`src/rtl/rr_seq_pkg.sv`:
```
// Shared types and constants for the register-register execute sequencer.
// Holds the FSM state encoding, the legal ALU opcode window, the HI/LO opcodes and the err codes.
// Nothing here is clocked.
package rr_seq_pkg;

    typedef enum logic [2:0] {
        S_IDLE = 3'd0,
        S_T0   = 3'd1,
        S_T1   = 3'd2,
        S_T2   = 3'd3,
        S_T3   = 3'd4,
        S_T4   = 3'd5,
        S_T5   = 3'd6,
        S_T6   = 3'd7
    } state_t;

    // Plain ALU ops occupy one contiguous window: ADD is the low edge.
    localparam logic [4:0] OP_ADD     = 5'b00011;
    localparam logic [4:0] OP_SUB     = 5'b00100;
    localparam logic [4:0] OP_ALU_MIN = OP_ADD;
    localparam logic [4:0] OP_ALU_MAX = 5'b01110;
    localparam logic [4:0] OP_MUL     = 5'b01111;
    localparam logic [4:0] OP_DIV     = 5'b10000;

    localparam logic [1:0] ERR_OK      = 2'b00;
    localparam logic [1:0] ERR_ILLEGAL = 2'b01;
    localparam logic [1:0] ERR_TIMEOUT = 2'b10;

    // MUL/DIV write a double-width result through HI/LO instead of a general register.
    function automatic logic is_hilo_op(input logic [4:0] op);
        return (op == OP_MUL) || (op == OP_DIV);
    endfunction

    function automatic logic opcode_legal(input logic [4:0] op, input logic hilo_en);
        return ((op >= OP_ALU_MIN) && (op <= OP_ALU_MAX)) || (hilo_en && is_hilo_op(op));
    endfunction

endpackage

```
`src/rtl/reg_sel_decoder.sv`:
```
// Purpose: register index plus enable to a one-hot register select vector.
// Latency: combinational, zero cycles.
// Backpressure: none; the output follows the inputs directly.
// Ports: i_idx register index, i_en select enable, o_onehot one-hot select (all zero when disabled).
module reg_sel_decoder #(
    parameter int NUM_REGS = 16,
    parameter int REG_W    = $clog2(NUM_REGS)
) (
    input  logic [REG_W-1:0]    i_idx,
    input  logic                i_en,
    output logic [NUM_REGS-1:0] o_onehot
);

    always_comb begin
        o_onehot = '0;
        if (i_en) begin
            o_onehot[i_idx] = 1'b1;
        end
    end

endmodule

```
`src/rtl/rr_exec_sequencer.sv`:
```
// Purpose: fetch/execute control sequencer for three-register ALU instructions (op Ra,Rb,Rc).
// Latency: start edge to done is 7 cycles with memory ready (8 on the HI/LO path), plus any T1 wait.
// Backpressure: stalls in T1 until mem_ready, aborting after MEM_TIMEOUT wait cycles; start ignored while busy.
// Optional build macro RR_SEQ_HILO_EN: makes MUL/DIV legal and adds the T6 HI/LO write-back step.
// Ports: clk/clr (sync active-high reset); start, mem_ready, ir_word in; busy, done, err status out;
//        fetch controls (PC_out..IR_enable), execute controls (Y_enable..LO_enable), opcode, R_out, R_enable.
module rr_exec_sequencer
    import rr_seq_pkg::*;
#(
    parameter int DATA_W      = 32,
    parameter int NUM_REGS    = 16,
    parameter int OPCODE_W    = 5,
    parameter int MEM_TIMEOUT = 15
) (
    input  logic                clk,
    input  logic                clr,
    input  logic                start,
    input  logic                mem_ready,
    input  logic [DATA_W-1:0]   ir_word,
    output logic                busy,
    output logic                done,
    output logic [1:0]          err,
    output logic                PC_out,
    output logic                MAR_enable,
    output logic                IncPC,
    output logic                PC_enable,
    output logic                Read,
    output logic                MDR_enable,
    output logic                MDR_out,
    output logic                IR_enable,
    output logic                Y_enable,
    output logic                Z_enable,
    output logic                ZLow_out,
    output logic                ZHigh_out,
    output logic                HI_enable,
    output logic                LO_enable,
    output logic [OPCODE_W-1:0] opcode,
    output logic [NUM_REGS-1:0] R_out,
    output logic [NUM_REGS-1:0] R_enable
);

    localparam int REG_W = $clog2(NUM_REGS);
    localparam int CNT_W = $clog2(MEM_TIMEOUT + 1);

`ifdef RR_SEQ_HILO_EN
    localparam logic HILO_EN = 1'b1;
`else
    localparam logic HILO_EN = 1'b0;
`endif

    state_t             r_state;
    state_t             w_next;
    logic [CNT_W-1:0]   r_wait_cnt;
    logic [CNT_W-1:0]   w_wait_nxt;
    logic               r_done;
    logic [1:0]         r_err;
    logic               w_done_nxt;
    logic [1:0]         w_err_nxt;

    logic [OPCODE_W-1:0] w_op;
    logic [REG_W-1:0]    w_ra;
    logic [REG_W-1:0]    w_rb;
    logic [REG_W-1:0]    w_rc;
    logic                w_legal;
    logic [REG_W-1:0]    w_rout_idx;
    logic                w_rout_en;
    logic                w_ren_en;
    logic                w_unused_ir;

    // Instruction fields: opcode at the top, then Ra, Rb, Rc packed downwards.
    assign w_op        = ir_word[DATA_W-1 -: OPCODE_W];
    assign w_ra        = ir_word[DATA_W-OPCODE_W-1 -: REG_W];
    assign w_rb        = ir_word[DATA_W-OPCODE_W-REG_W-1 -: REG_W];
    assign w_rc        = ir_word[DATA_W-OPCODE_W-2*REG_W-1 -: REG_W];
    assign w_unused_ir = ^ir_word[DATA_W-OPCODE_W-3*REG_W-1:0];
    assign w_legal     = opcode_legal(w_op, HILO_EN);

`ifdef RR_SEQ_HILO_EN
    logic w_is_hilo;
    assign w_is_hilo = is_hilo_op(w_op);
`endif

    assign busy = (r_state != S_IDLE);
    assign done = r_done;
    assign err  = r_err;

    always_ff @(posedge clk) begin
        if (clr) begin
            r_state    <= S_IDLE;
            r_wait_cnt <= '0;
            r_done     <= 1'b0;
            r_err      <= ERR_OK;
        end else begin
            r_state    <= w_next;
            r_wait_cnt <= w_wait_nxt;
            r_done     <= w_done_nxt;
            r_err      <= w_err_nxt;
        end
    end

    always_comb begin
        w_next     = r_state;
        w_wait_nxt = '0;
        w_done_nxt = 1'b0;
        w_err_nxt  = ERR_OK;
        PC_out     = 1'b0;
        MAR_enable = 1'b0;
        IncPC      = 1'b0;
        PC_enable  = 1'b0;
        Read       = 1'b0;
        MDR_enable = 1'b0;
        MDR_out    = 1'b0;
        IR_enable  = 1'b0;
        Y_enable   = 1'b0;
        Z_enable   = 1'b0;
        ZLow_out   = 1'b0;
        ZHigh_out  = 1'b0;
        HI_enable  = 1'b0;
        LO_enable  = 1'b0;
        opcode     = '0;
        w_rout_idx = w_rb;
        w_rout_en  = 1'b0;
        w_ren_en   = 1'b0;

        case (r_state)
            S_IDLE: begin
                if (start) w_next = S_T0;
            end
            S_T0: begin
                PC_out     = 1'b1;
                MAR_enable = 1'b1;
                IncPC      = 1'b1;
                PC_enable  = 1'b1;
                w_next     = S_T1;
            end
            S_T1: begin
                Read       = 1'b1;
                MDR_enable = 1'b1;
                // Ready is checked first so data arriving on the last allowed cycle is accepted.
                if (mem_ready) begin
                    w_next = S_T2;
                end else if (r_wait_cnt == CNT_W'(MEM_TIMEOUT - 1)) begin
                    w_next     = S_IDLE;
                    w_done_nxt = 1'b1;
                    w_err_nxt  = ERR_TIMEOUT;
                end else begin
                    w_wait_nxt = r_wait_cnt + CNT_W'(1);
                end
            end
            S_T2: begin
                MDR_out   = 1'b1;
                IR_enable = 1'b1;
                w_next    = S_T3;
            end
            S_T3: begin
                if (!w_legal) begin
                    w_next     = S_IDLE;
                    w_done_nxt = 1'b1;
                    w_err_nxt  = ERR_ILLEGAL;
                end else begin
                    w_rout_en = 1'b1;
                    Y_enable  = 1'b1;
                    w_next    = S_T4;
                end
            end
            S_T4: begin
                w_rout_idx = w_rc;
                w_rout_en  = 1'b1;
                opcode     = w_op;
                Z_enable   = 1'b1;
                w_next     = S_T5;
            end
            S_T5: begin
                ZLow_out = 1'b1;
`ifdef RR_SEQ_HILO_EN
                if (w_is_hilo) begin
                    LO_enable = 1'b1;
                    w_next    = S_T6;
                end else begin
                    w_ren_en   = 1'b1;
                    w_next     = S_IDLE;
                    w_done_nxt = 1'b1;
                end
`else
                w_ren_en   = 1'b1;
                w_next     = S_IDLE;
                w_done_nxt = 1'b1;
`endif
            end
`ifdef RR_SEQ_HILO_EN
            S_T6: begin
                ZHigh_out  = 1'b1;
                HI_enable  = 1'b1;
                w_next     = S_IDLE;
                w_done_nxt = 1'b1;
            end
`endif
            default: begin
                w_next = S_IDLE;
            end
        endcase
    end

    reg_sel_decoder #(.NUM_REGS(NUM_REGS), .REG_W(REG_W)) u_rout_dec (
        .i_idx    (w_rout_idx),
        .i_en     (w_rout_en),
        .o_onehot (R_out)
    );

    reg_sel_decoder #(.NUM_REGS(NUM_REGS), .REG_W(REG_W)) u_ren_dec (
        .i_idx    (w_ra),
        .i_en     (w_ren_en),
        .o_onehot (R_enable)
    );

endmodule

```
`config.mk`:
```
export PLATFORM = sky130hd
export DESIGN_NAME = rr_exec_sequencer
export DESIGN_NICKNAME = d
export VERILOG_FILES = /design/src/rtl/rr_seq_pkg.sv /design/src/rtl/reg_sel_decoder.sv /design/src/rtl/rr_exec_sequencer.sv
export SDC_FILE = /design/constraint.sdc
export NUM_CORES = 1
export LEC_CHECK = 0
export ABC_CLOCK_PERIOD_IN_PS = 1600
export CORE_UTILIZATION = 29
export DETAILED_ROUTE_END_ITERATION = 6
export GPL_TIMING_DRIVEN = 0
export PLACE_DENSITY = 0.79
export SYNTH_ARGS = -nofsm -noshare
export SYNTH_HDL_FRONTEND = slang
export SYNTH_SLANG_ARGS = --single-unit
export TNS_END_PERCENT = 20
```
`constraint.sdc`:
```
create_clock -name clk -period 1.6 [get_ports clk]
set_clock_uncertainty 0.2 [all_clocks]
set_input_delay 0.32 -clock clk [delete_from_list [all_inputs] [get_ports clk]]
set_output_delay 0.32 -clock clk [all_outputs]
set_load 0.02 [all_outputs]
```
==> summary.txt, run 1 <==
Drt
  • Drt drc: 0
  • Vias/cell: 4.68
  • Pre-antenna DRT Iters: 4
  • Routed WL: around 3500 um
  • Via Count: around 1300
  • Post-DRT Antenna Nets: 0
  • Iteration-0 DRC Markers: 24
  • Routed WL per cell: around 13 um

Setup path
  • Reg2reg path depth: 6
  • Worst setup path endpoint: R_out[14]
  • R2R Path Start: r_state[0]$_SDFFE_PP0P_
  • Type of origin of the critical path: flip-flop
  • Crit path DAT: approximately 1.8 ns
  • Worst setup path startpoint: r_state[0]$_SDFFE_PP0P_
  • Worst R2R Setup Slack: around 0.11 ns
  • Crit end category: primary output
  • CP Class: flip-flop to primary output
  • R2R Path End: r_wait_cnt[3]$_SDFF_PP0_
  • Worst endpoint required time: approximately 1.1 ns
  • CP Max Fanout: 8

Floorplan
  • Initial Util: around 31%
  • Core footprint: 3420 sq um
  • Die span in y: ~62 um
  • DIE WIDTH: slightly above 60 um
  • Die Area: 3890 sq um
  • Row Count: 21
  • I/O pins: 91

Layout
  • Ratio of cells with drive above 1 in the final layout: between 50% and 60%
  • Post-Layout Cell Count: between 200 and 300
  • Nets: around 260
  • Post-layout util: a little under 70%
  • Synthesis-to-finish area growth: 123%
  • Inserted Diodes: 0
  • FILL cells: 269

Synthesis
  • Yosys warning total: 0
  • Synth area leaders: dfxtp_1, a211oi_1, nor2_1
  • Mapped Avg Cell Area: approximately 8.1 sq um
  • Post-synth EDFFs: 0
  • Post-synth top area share: roughly a fifth
  • Synth Cell Area: 1060 sq um
  • Post-synth cell types: 40
  • Sequential share of the synthesized area: about a fifth
  • Yosys reg bits: 10
  • Mapped Cells: between 100 and 150
  • Dominant cell type by area after synthesis: dfxtp_1
  • Ys async rst share: 0%
  • Top_reg_cell synth: dfxtp_1

Clocking
  • # H-tree levels: 1
  • Clock Sinks: 10
  • Insertion delay to the later sink of the worst-skew pair: between 0.2 and 0.3 ns
  • CTS Buf Count: 3
  • Max Buffers Root-to-Sink: 2
  • Clock root cell: clkbuf_4
  • Hold_buf cts: 0
  • TritonCTS clock tree: done
  • Reg clk slew, reported paths: 0.07 ns

STA
  • RSZ-0062 raised after global routing: true
  • Peak Freq: around 440 MHz
  • Period utilisation layout: 144%
  • Post-route setup slack: -0.697 ns
  • Fin Hold WS: 0.264 ns
  • Setup violations, final: 49
  • Setup TNS: -22.47 ns
  • Slew Limit Fails: 0
  • Final min period: roughly 2.3 ns
  • Fin. Hold Viols: 0

Placed design
  • Final HPWL DP: around 2400 um
  • Gpl congestion: approximately 0.7
  • Port Buffer Count: 72
  • Inst Count DP: about 250

Global route
  • All-Layer GR Usage: a little under a fifth
  • Initial antenna violation count: 0
  • Vias in the first global route: roughly 1200
  • Pin count of the biggest net entering global routing: 11
  • Total gr overflow: 0
  • First-pass GRT wire length: between 5000 and 6000 um

Power and ir drop
  • Pwr dens: 345 nW/um^2
  • Peak supply drop: 0.438 mV
  • Leakage power: roughly 1 nW

Min path
  • Min-Delay Path Class: flip-flop to flip-flop

Outcome
  • Status: finished, violations left
  • Failing checks: negative setup slack

Run
  • Max cap viols: 0
-- worst min-delay path by stage --
| stage | startpoint | end | slack (ns) | depth (start not counted) |
|---|---|---|---|---|
| floorplan | clr | r_state[2]$_SDFFE_PP0P_ | 0.18 | 1 |
| global placement | r_wait_cnt[0]$_SDFF_PP0_ | r_wait_cnt[0]$_SDFF_PP0_ | 0.24 | 1 |
| detailed placement | r_wait_cnt[0]$_SDFF_PP0_ | r_wait_cnt[0]$_SDFF_PP0_ | 0.25 | 1 |
| CTS | r_wait_cnt[0]$_SDFF_PP0_ | r_wait_cnt[0]$_SDFF_PP0_ | 0.27 | 1 |
| global route | r_wait_cnt[0]$_SDFF_PP0_ | r_wait_cnt[0]$_SDFF_PP0_ | 0.30 | 1 |
| finish | r_wait_cnt[0]$_SDFF_PP0_ | r_wait_cnt[0]$_SDFF_PP0_ | 0.26 | 1 |
-- through the flow --
stage                     total power, mW  setup WS, ns  instance area, sq um
after CTS                           0.810        -0.716                  2300
after floorplan                     0.434        -0.366                  1310
final                               0.810        -0.697                  2350
after global placement              0.554         -1.27                  2090
after detailed placement            0.558         -1.33                  2090
after global routing                0.851        -0.765                  2350
-- sequential cells by signal, indices dropped and copies added, names as in the netlist --
signal      cells
done            1
err             2
r_state         3
r_wait_cnt      4
-- metal layers --
metal / track usage [%] / up-vias / wire length, um
li1: - / 638 / -
met1: 23.3 / 572 / 1480
met2: 32.4 / 46 / 1760
met3: 3.86 / 7 / 210
met4: 4.07 / 0 / 35
met5: 0 / - / 0
-- synthesized netlist by cell type (2+ instances only) --
cell / n
mux2_2: 2
a211oi_1: 17
dfxtp_1: 10
mux2i_1: 5
nor3_1: 3
nand3_1: 4
and2_1: 6
ha_1: 2
a21oi_1: 3
nand3b_1: 3
nor2b_1: 5
nor2_1: 24
nand2b_1: 4
nand4b_4: 2
buf_4: 11
nand2_1: 6
-- cell usage in the layout, fill, tap and decap left out, drive strengths merged --
cell and n:
buf 76, nand4b 3, nand4 1, dfxtp 10, ha 2, nand2b 4, xor2 1, conb 3
o2bb2ai 1, and2 6, mux2i 5, mux2 2, a21oi 3, nand3 4, nand3b 4, or3b 2
nor2 24, and4b 1, a211o 1, o21a 1, a211oi 17, nor3 4, clkbuf 4, xnor2 1
nor4b 1, inv 3, clkdlybuf4s50 15, nand2 6, nor3b 1, or3 1, nor2b 5, and4bb 1
and3b 1, dlygate4sd2 8, o21ai 1, or2 1
-- worst max-delay path, stage by stage (launching register included) --
cell and delay (ns):
dfxtp_2 0.33, buf_8 0.12, nand3b_4 0.16, inv_8 0.10
mux2_4 0.40, a211oi_4 0.24, buf_6 0.14
-- repair_timing --
item / in CTS / in global routing
setup endpoints to repair: 52 / 49
pin swaps: 18 / 2
setup buffers: 11 / 3
cloned: 1 / 0
resized for setup: 277 / 12
-- where the power goes --
| group | internal, mW | switching [mW] |
|---|---|---|
| combinational | 0.155 | 0.169 |
| sequential | 0.255 | 0.00473 |
| clock | 0.138 | 0.0882 |
| total | 0.548 | 0.262 |
-- layout make-up --
class	count	area (sq um)	share of cell area, %
timing repair buffer	86	827	35.2
sequential	10	206	8.78
buffer	13	120	5.11
timing repair inverter	1	6.26	0.266
tap	46	57.6	2.45
inverter	2	15.0	0.639
multi-input combinational	108	1080	46.0
clock buffer	4	36.3	1.54
-- logic make-up (layout without fill, tap and decap cells) --
| group | Yosys count | in the layout | synth area share, % |
|---|---|---|---|
| xor+xnor | 2 | 2 | 1.66 |
| flops | 10 | 10 | 19.0 |
| buf+inv | 15 | 106 | 10.2 |
| other cells | 1 | 3 | 0.355 |
| mux | 7 | 7 | 6.87 |
| simple gates | 70 | 70 | 43.2 |
| fa+ha+maj | 2 | 2 | 2.37 |
| compound gates | 24 | 24 | 16.4 |
Note: power is estimated with default switching activity, not from simulation.
==> run 2: changes to the inputs <==
--- a/config.mk
+++ b/config.mk
@@ -10,6 +10,7 @@
 export DETAILED_ROUTE_END_ITERATION = 6
 export GPL_TIMING_DRIVEN = 0
 export PLACE_DENSITY = 0.79
+export SKIP_CTS_REPAIR_TIMING = 1
 export SYNTH_ARGS = -nofsm -noshare
 export SYNTH_HDL_FRONTEND = slang
 export SYNTH_SLANG_ARGS = --single-unit
==> run 2 against run 1 <==
The flow still finishes with violations (negative setup slack); combinational power is 3% higher; count of clock-buffer cells in the layout stayed put; setup slack worse by 0.078 ns; highest routed layer unchanged; clock power hardly changed; via count is 1.3% higher.
==> summary.txt, run 2 (synthesis results as in run 1) <==
Global route
  • Total gr overflow: 0 (unchanged)
  • Pin count of the biggest net entering global routing: 11 (unchanged)
  • Vias in the first global route: 1091 (was 1223)
  • Initial antenna violation count: 0 (unchanged)
  • All-Layer GR Usage: 15.7% (was 18.5%)
  • First-pass GRT wire length: 5040 um (was 5820 um)

Power and ir drop
  • Pwr dens: 345 nW/um^2 (about the same)
  • Leakage power: 1.06 nW (was 0.979 nW)
  • Peak supply drop: 0.378 mV (was 0.438 mV)

Floorplan
  • Die span in y: 62.3 um (unchanged)
  • Initial Util: 30.9% (unchanged)
  • Row Count: 21 (unchanged)
  • DIE WIDTH: 62.3 um (unchanged)
  • I/O pins: 91 (unchanged)
  • Die Area: 3890 sq um (unchanged)
  • Core footprint: 3420 sq um (unchanged)

Drt
  • Pre-antenna DRT Iters: 4 (unchanged)
  • Routed WL: 3640 um (was 3480 um)
  • Iteration-0 DRC Markers: 24 (unchanged)
  • Routed WL per cell: 13.4 um (was 12.9 um)
  • Post-DRT Antenna Nets: 0 (unchanged)
  • Vias/cell: 4.71 (was 4.68)
  • Drt drc: 0 (unchanged)
  • Via Count: 1280 (was 1263)

Layout
  • Design Area, Final: 2380 sq um (was 2350 sq um)
  • Most frequent cells in the layout: buf_4, buf_6, nor2_1, clkdlybuf4s50_1, a211oi_4 (was buf_4, buf_6, nor2_1, a211oi_4, clkdlybuf4s50_1)
  • Largest register FFs: 4 (unchanged)
  • Leading cell type in the layout, fill and taps excluded: buf_4 (unchanged)
  • Nets: 265 (was 263)
  • FILL cells: 249 (was 269)
  • Biggest register: r_wait_cnt (unchanged)
  • Inserted Diodes: 0 (unchanged)
  • Synthesis-to-finish area growth: 126% (was 123%)
  • Ratio of cells with drive above 1 in the final layout: 56.6% (was 57.6%)

Clocking
  • Clock root cell: clkbuf_4 (unchanged)
  • CTS Buf Count: 3 (unchanged)
  • Max Buffers Root-to-Sink: 2 (unchanged)
  • Clock Sinks: 10 (unchanged)
  • # H-tree levels: 1 (unchanged)
  • Reg clk slew, reported paths: 0.06 ns (was 0.07 ns)
  • TritonCTS clock tree: done (unchanged)
  • Insertion delay to the later sink of the worst-skew pair: 0.27 ns (about the same)

Setup path
  • CP Class: input port to primary output (was flip-flop to primary output)
  • CP Max Fanout: 4 (was 8)
  • Crit path DAT: 1.86 ns (was 1.78 ns)
  • Worst endpoint required time: 1.08 ns (about the same)
  • Type of origin of the critical path: input port (was flip-flop)
  • Crit end category: primary output (unchanged)

STA
  • Fin. Hold Viols: 0 (unchanged)
  • Setup violations, final: 48 (was 49)
  • Post-route setup slack: -0.775 ns (was -0.697 ns)
  • Period utilisation layout: 148% (was 144%)
  • Slew Limit Fails: 0 (unchanged)
  • Peak Freq: 421 MHz (was 435 MHz)
  • Setup TNS: -22.67 ns (was -22.47 ns)
  • RSZ-0062 raised after global routing: true (unchanged)
  • Final min period: 2.38 ns (was 2.30 ns)

Placed design
  • DP Area: 2090 sq um (unchanged)
  • Final HPWL DP: 2450 um (unchanged)
  • Gpl congestion: 0.717 (unchanged)
  • Port Buffer Count: 72 (unchanged)

Min path
  • Min-Delay Path Class: flip-flop to flip-flop (unchanged)

Outcome
  • Failing checks: negative setup slack (unchanged)
  • Status: finished, violations left (unchanged)

Run
  • Max cap viols: 0 (unchanged)
==> run 2: layout make-up <==
class	instances	area (sq um)	area share (%)
Multi-Input combinational cell	108	1070	45.1
Timing Repair Buffer	88	866	36.3
Sequential cell	10	206	8.67
Buffer	13	120	5.04
Tap cell	46	57.6	2.42
Clock buffer	4	36.3	1.52
Inverter	2	15.0	0.630
Timing Repair inverter	1	6.26	0.263
==> run 2: per-layer routing <==
layer / up-vias / GRT usage, % / share of wire (%)
met5: - / 0 / 0
met2: 48 / 28.0 / 51
met4: 0 / 3.49 / 2.2
met1: 583 / 19.1 / 42
met3: 8 / 3.68 / 4.7
li1: 641 / - / -
==> run 2: worst max-delay path: stages <==
cell             delay [ns]
clkdlybuf4s50_1        0.47
nand4_1                0.21
buf_4                  0.16
nand4b_4               0.13
buf_4                  0.18
a211oi_4               0.23
buf_6                  0.15
==> run 2: path summary, 6_finish.rpt <==
kind                       startpoint                        to  slack (ns)  cells past startpoint
min reg2reg  r_wait_cnt[0]$_SDFF_PP0_  r_wait_cnt[0]$_SDFF_PP0_        0.26                      1
max                       ir_word[27]                  R_out[6]       -0.78                      7
min          r_wait_cnt[0]$_SDFF_PP0_  r_wait_cnt[0]$_SDFF_PP0_        0.26                      1
max reg2reg   r_state[1]$_SDFFE_PP0P_           done$_SDFF_PP0_        0.06                      5
==> run 2: report_power, final <==
part           switching [mW]  leakage, nW  total (mW)  internal, mW
clock network          0.0893       0.0210       0.228         0.138
registers             0.00466       0.0825       0.259         0.255
logic                   0.172        0.956       0.334         0.162
==> run 2: through the flow <==
step / hold slack (ns) / cells / utilization [%] / total power, mW / setup slack (ns)
after floorplan: 0.182 / 133 / - / 0.434 / -0.366
after global placement: 0.244 / 251 / 61.1 / 0.554 / -1.27
after detailed placement: 0.253 / 251 / 61.1 / 0.558 / -1.33
after CTS: 0.268 / 255 / 62.2 / 0.784 / -1.33
after global routing: 0.295 / 272 / 69.7 / 0.861 / -0.817
final: 0.264 / 272 / 69.7 / 0.821 / -0.775
==> run 3: changes to the inputs <==
--- a/config.mk
+++ b/config.mk
@@ -11,6 +11,7 @@
 export GPL_TIMING_DRIVEN = 0
 export PLACE_DENSITY = 0.79
 export SKIP_CTS_REPAIR_TIMING = 1
+export SLEW_MARGIN = 20
 export SYNTH_ARGS = -nofsm -noshare
 export SYNTH_HDL_FRONTEND = slang
 export SYNTH_SLANG_ARGS = --single-unit
==> results of run 3 <==
Final layout, timing and power as in run 2 (identical DEF).
